File: config.mk
export PLATFORM = sky130hd
export DESIGN_NAME = imem_arbiter
export DESIGN_NICKNAME = d
export VERILOG_FILES = /design/src/rtl/imem_arbiter.sv
export SDC_FILE = /design/constraint.sdc
export NUM_CORES = 1
export LEC_CHECK = 0
export BUFFER_PORTS_ARGS = -buffer_cell sky130_fd_sc_hd__buf_2
export CORE_MARGIN = 3
export CORE_UTILIZATION = 42
export DETAILED_ROUTE_END_ITERATION = 16
export PLACE_DENSITY = 0.85
export SYNTH_ARGS = -nofsm -noshare
export SYNTH_HDL_FRONTEND = slang
export SYNTH_SLANG_ARGS = --single-unit
File: constraint.sdc
create_clock -name clk -period 3.13 [get_ports clk]
set_input_delay 0.1565 -clock clk [delete_from_list [all_inputs] [get_ports clk]]
set_output_delay 0.1565 -clock clk [all_outputs]
set_load 0.02 [all_outputs]
File: src/rtl/imem_arbiter.sv
// imem_arbiter: shares one single-port instruction BRAM between the core fetch stage and a loader.
// Define IMEM_READBACK_EN to let the loader read BRAM back; otherwise loader reads return zero.
module imem_arbiter #(
    parameter int ADDR_W = 12,
    parameter int CNT_W  = 16
) (
    input  logic              clk,
    input  logic              rst,
    input  logic              fetch_req,
    input  logic [31:0]       fetch_addr,
    output logic              fetch_rvalid,
    output logic [31:0]       fetch_rdata,
    output logic              cpu_hold,
    output logic              core_restart,
    input  logic              ld_session,
    input  logic              ld_valid,
    output logic              ld_ready,
    input  logic              ld_we,
    input  logic [31:0]       ld_addr,
    input  logic [31:0]       ld_wdata,
    output logic              ld_rvalid,
    output logic [31:0]       ld_rdata,
    output logic              ld_err,
    output logic [CNT_W-1:0]  ld_count,
    output logic              mem_en,
    output logic              mem_we,
    output logic [ADDR_W-1:0] mem_addr,
    output logic [31:0]       mem_wdata,
    input  logic [31:0]       mem_rdata
);

`ifdef IMEM_READBACK_EN
    localparam bit READBACK = 1'b1;
`else
    localparam bit READBACK = 1'b0;
`endif

    typedef enum logic [1:0] {FETCH, DRAIN, LOAD, RELEASE} state_t;

    state_t      state;
    logic        ld_accept;
    logic        ld_in_range;
    logic [31:0] fetch_rdata_p1;
    logic [31:0] ld_rdata_p1;
    logic        unused_fetch_bits;

    function automatic logic [CNT_W-1:0] sat_inc(input logic [CNT_W-1:0] v);
        return (&v) ? v : v + 1'b1;
    endfunction

    assign ld_in_range       = (ld_addr[31:ADDR_W+2] == '0) && (ld_addr[1:0] == 2'b00);
    assign ld_accept         = (state == LOAD) && ld_session && ld_valid;
    assign unused_fetch_bits = ^{fetch_addr[31:ADDR_W+2], fetch_addr[1:0]};

    // Stage p0: BRAM request, combinational from state and the requesting side.
    always_comb begin
        mem_en    = 1'b0;
        mem_we    = 1'b0;
        mem_addr  = fetch_addr[ADDR_W+1:2];
        mem_wdata = ld_wdata;
        if (!rst) begin
            if (state == FETCH) begin
                mem_en = fetch_req;
            end else if (state == LOAD) begin
                mem_addr = ld_addr[ADDR_W+1:2];
                mem_en   = ld_accept && ld_in_range && (ld_we || READBACK);
                mem_we   = ld_accept && ld_in_range && ld_we;
            end
        end
    end

    always_ff @(posedge clk) begin
        if (rst) begin
            state        <= FETCH;
            cpu_hold     <= 1'b0;
            core_restart <= 1'b0;
            ld_ready     <= 1'b0;
            fetch_rvalid <= 1'b0;
            ld_rvalid    <= 1'b0;
            ld_err       <= 1'b0;
            ld_count     <= '0;
        end else begin
            fetch_rvalid <= (state == FETCH) && fetch_req;
            ld_rvalid    <= ld_accept && ld_in_range && !ld_we;
            ld_err       <= ld_accept && !ld_in_range;
            core_restart <= 1'b0;
            case (state)
                FETCH: begin
                    if (ld_session) begin
                        state    <= DRAIN;
                        cpu_hold <= 1'b1;
                    end
                end
                DRAIN: begin
                    if (ld_session) begin
                        state    <= LOAD;
                        ld_ready <= 1'b1;
                        ld_count <= '0;
                    end else begin
                        state        <= RELEASE;
                        core_restart <= 1'b1;
                    end
                end
                LOAD: begin
                    if (!ld_session) begin
                        state        <= RELEASE;
                        ld_ready     <= 1'b0;
                        core_restart <= 1'b1;
                    end else if (ld_accept && ld_in_range && ld_we) begin
                        ld_count <= sat_inc(ld_count);
                    end
                end
                RELEASE: begin
                    state    <= FETCH;
                    cpu_hold <= 1'b0;
                end
                default: state <= FETCH;
            endcase
        end
    end

    // Stage p1: read data returns one cycle after the request; last value is held otherwise.
    assign fetch_rdata = fetch_rvalid ? mem_rdata : fetch_rdata_p1;
    assign ld_rdata    = ld_rvalid ? (READBACK ? mem_rdata : 32'h0) : ld_rdata_p1;

    always_ff @(posedge clk) begin
        if (fetch_rvalid) fetch_rdata_p1 <= mem_rdata;
        if (ld_rvalid)    ld_rdata_p1    <= ld_rdata;
    end

endmodule

==> results.sh <==
export IMPL_required_ns=3.43
export IMPL_drive_above_1_share_pct=50.1
export IMPL_postSynthCellCount=354
export IMPL_grt_max_degree=36
export IMPL_detailedPlace_worstSlack_ns=0.680
export IMPL_worst_r2r_startpoint="state[0]$_SDFFE_PP0P_"
export IMPL_postCtsSetupRepairBufs=0
export IMPL_core_area_um2=8930
export IMPL_overall_die_width_um=103
export IMPL_cts_htree_levels=3
export IMPL_timing_final_hold_violations=0
export IMPL_critPathArrivalTime_ns=2.77
export IMPL_setup_viol=0
export IMPL_area_delta_synth_final_pct=25.1
export IMPL_layout_cell_area_non_filler_um2=4930
export IMPL_layout_min_cycle_time_ns=2.47
export IMPL_wire_length_of_the_first_global_routing_pass_um=14100
export IMPL_initial_utilization_pct=44.2
export IMPL_number_of_antenna_violations_at_the_first_check_in_global_routing=0
export IMPL_placed_cell_area_um2=4720
export IMPL_critical_path_n_buffers_inverters=1
export IMPL_fillCellCount=757
export IMPL_final_skew_ns=0.00927
export IMPL_grt_setup_unrepaired="no"
export IMPL_utilization_pct=55.2
export IMPL_count_of_distinct_cell_types_in_the_synthesized_netlist=38
export IMPL_placement_rows=34
export IMPL_floorplan_die_height_um=103
export IMPL_final_setup_worst_slack_ns=0.660
export IMPL_final_stage_net_count=643
export IMPL_postSynthRegisterBits=88
export IMPL_synthesis_area_um2=3950
export IMPL_sequential_cell_area_um2=2080
export IMPL_cts_root_buffer_cell="sky130_fd_sc_hd__clkbuf_8"
export IMPL_irDropWorstVdd_v=0.000296
export IMPL_multi_input_area_um2=1530
export IMPL_setup_worst_path_start_class="register"
export IMPL_timing_hold_worst_class="input port to register"
export IMPL_cts_sinks=88
export IMPL_count_of_flip_flops_with_a_built_in_enable_after_synthesis=32
export IMPL_hold_ws_ns=0.0150
export IMPL_worst_path_max_delay_cell="sky130_fd_sc_hd__or4_4"
export IMPL_hold_crit_start="ld_we"
export IMPL_hpwlAfterDp_um=7790
export IMPL_detail_route_drc_violations=0
export IMPL_ctsHoldBuffers=0
export IMPL_slowest_delay_ns=0.57
export IMPL_p_leak_nw=2.00
export IMPL_clock_insertion_delay_worst_skew_ns=0.35
export IMPL_dr_total_vias=3136
export IMPL_cap_violations=0
export IMPL_critical_path_endpoint_type="register"
export IMPL_tritoncts="yes"
export IMPL_vias_in_the_first_global_route=3000
export IMPL_setup_tns_final_ns=0
export IMPL_cts_root_to_sink_buffers=2
export IMPL_max_slew_margin_pct=52.8
export IMPL_result_of_the_run="finished clean"
export IMPL_drt_total_wl_um=9630
export IMPL_buffers_added_on_ports=181
export IMPL_async_flop_share_pct=0
export IMPL_detail_route_antenna_nets=0
export IMPL_synth_net_count=493
export IMPL_via_per_inst=5.08
export IMPL_path_delay_family="simple AND/OR/NAND/NOR gates"
export IMPL_highest_fanout_seen_on_the_critical_path=10
export IMPL_detail_route_first_pass_iterations=4
export IMPL_criticalPathCategory="register to register"
export IMPL_cts_repair_resized=0
export IMPL_clock_transition_at_path_regs_ns=0.09
export IMPL_fp_dieArea_um2=10600
export IMPL_layout_worst_path_cycle_share_pct=78.9
export IMPL_antenna_diode_count=0
export IMPL_cellPowerDensity_nw_per_um2=720
export IMPL_io_pins=266
export IMPL_crit_start="state[0]$_SDFFE_PP0P_"
export IMPL_cts_inserted_buffers=9
export IMPL_globalRouteOverflowTotal=0
export IMPL_post_synthesis_sequential_area_ratio_pct=52.8
export IMPL_syn_avg_cell_area_um2=11.1
export IMPL_crit_top_cell="sky130_fd_sc_hd__nand3_1"
export IMPL_timing_critical_path_cells="inv_1, ha_1, and4_1, nand3_1, or4_4, or4_1, nand3_1"
export IMPL_drv_slew=0
export IMPL_worst_slew_pin_transition_ns=0.706
export IMPL_yosys_warnings=0
export IMPL_final_weighted_congestion_of_routability_driven_global_placement=0.803
export IMPL_grt_total_usage_pct=17.0
export IMPL_mostFrequentLayoutCell="sky130_fd_sc_hd__buf_2"
export IMPL_wire_per_inst_um=15.6
export IMPL_commonest_non_fill_non_tap_cells_in_the_layout="sky130_fd_sc_hd__buf_2 (181), sky130_fd_sc_hd__dfxtp_1 (55), sky130_fd_sc_hd__mux2_2 (44)"
export IMPL_drt_iter0_drc=51
export IMPL_synth_top_flop_cell="sky130_fd_sc_hd__dfxtp_1"
export IMPL_fmax_ghz=0.405
## power breakdown
group,switching (W),internal (W)
Combinational,0.000744,0.000516
Sequential,0.0000698,0.00142
Clock,0.000408,0.000392
Total,0.00122,0.00233
## state kept, by name, indices dropped and copies added (netlist names)
register,cells
fetch_rdata_p1,32
ld_rdata_p1,32
ld_count,16
state,2
core_restart,1
cpu_hold,1
fetch_rvalid,1
ld_err,1
ld_ready,1
ld_rvalid,1
## per-layer routing
metal	GRT usage, %	vias to the layer above	wire length (µm)
li1	-	1541	-
met1	18.7	1415	3560
met3	7.24	13	1070
met4	5.18	0	129
met2	29.6	167	4870
met5	0	-	0
## cells by family after synthesis
logic type               Yosys count  synth area share (%)
AND/OR/NAND/NOR                  128                  18.6
adder cells (fa/ha/maj)            5                  1.59
flip-flops                        88                  52.8
buffers and inverters             54                  8.40
AO/OA/AOI/OAI                     35                  6.03
multiplexers                      44                  12.6
## through the flow
stage               instances  power [W]
floorplan                 354    0.00244
global placement          601    0.00275
detailed placement        601    0.00280
CTS                       617    0.00361
global route              617    0.00377
finish                    617    0.00355
## worst paths after layout
kind / slack (ns) / end / cells after the start
max: 0.66 / ld_count[9]$_SDFFE_PP0P_ / 7
min: 0.02 / ld_rvalid$_SDFF_PP0_ / 2
max reg2reg: 0.66 / ld_count[9]$_SDFFE_PP0P_ / 7
min reg2reg: 0.48 / fetch_rdata_p1[20]$_DFF_P_ / 1
## cell usage after synthesis (7+ instances only)
master / number / area share (%)
sky130_fd_sc_hd__nor2b_1: 33 / 5.2
sky130_fd_sc_hd__clkbuf_1: 10 / 0.95
sky130_fd_sc_hd__and3_1: 7 / 1.1
sky130_fd_sc_hd__o211ai_1: 10 / 1.9
sky130_fd_sc_hd__nand3_1: 17 / 2.2
sky130_fd_sc_hd__or4_1: 11 / 2.1
sky130_fd_sc_hd__buf_4: 32 / 6.1
sky130_fd_sc_hd__nor2_1: 12 / 1.1
sky130_fd_sc_hd__dfxtp_1: 56 / 28
sky130_fd_sc_hd__inv_1: 7 / 0.67
sky130_fd_sc_hd__mux2_2: 44 / 13
sky130_fd_sc_hd__edfxtp_1: 32 / 24
sky130_fd_sc_hd__nand2_1: 22 / 2.1
## cell type report
type                    instances  share of cell area [%]
multi-input cells             212                    31.0
clock buffers                  11                    3.52
inverters                       7                   0.532
flip-flops and latches         88                    42.2
repair buffers                186                    19.1
clock inverters                 5                   0.837
well taps                     108                    2.74
(Power assumes the default switching activity.)
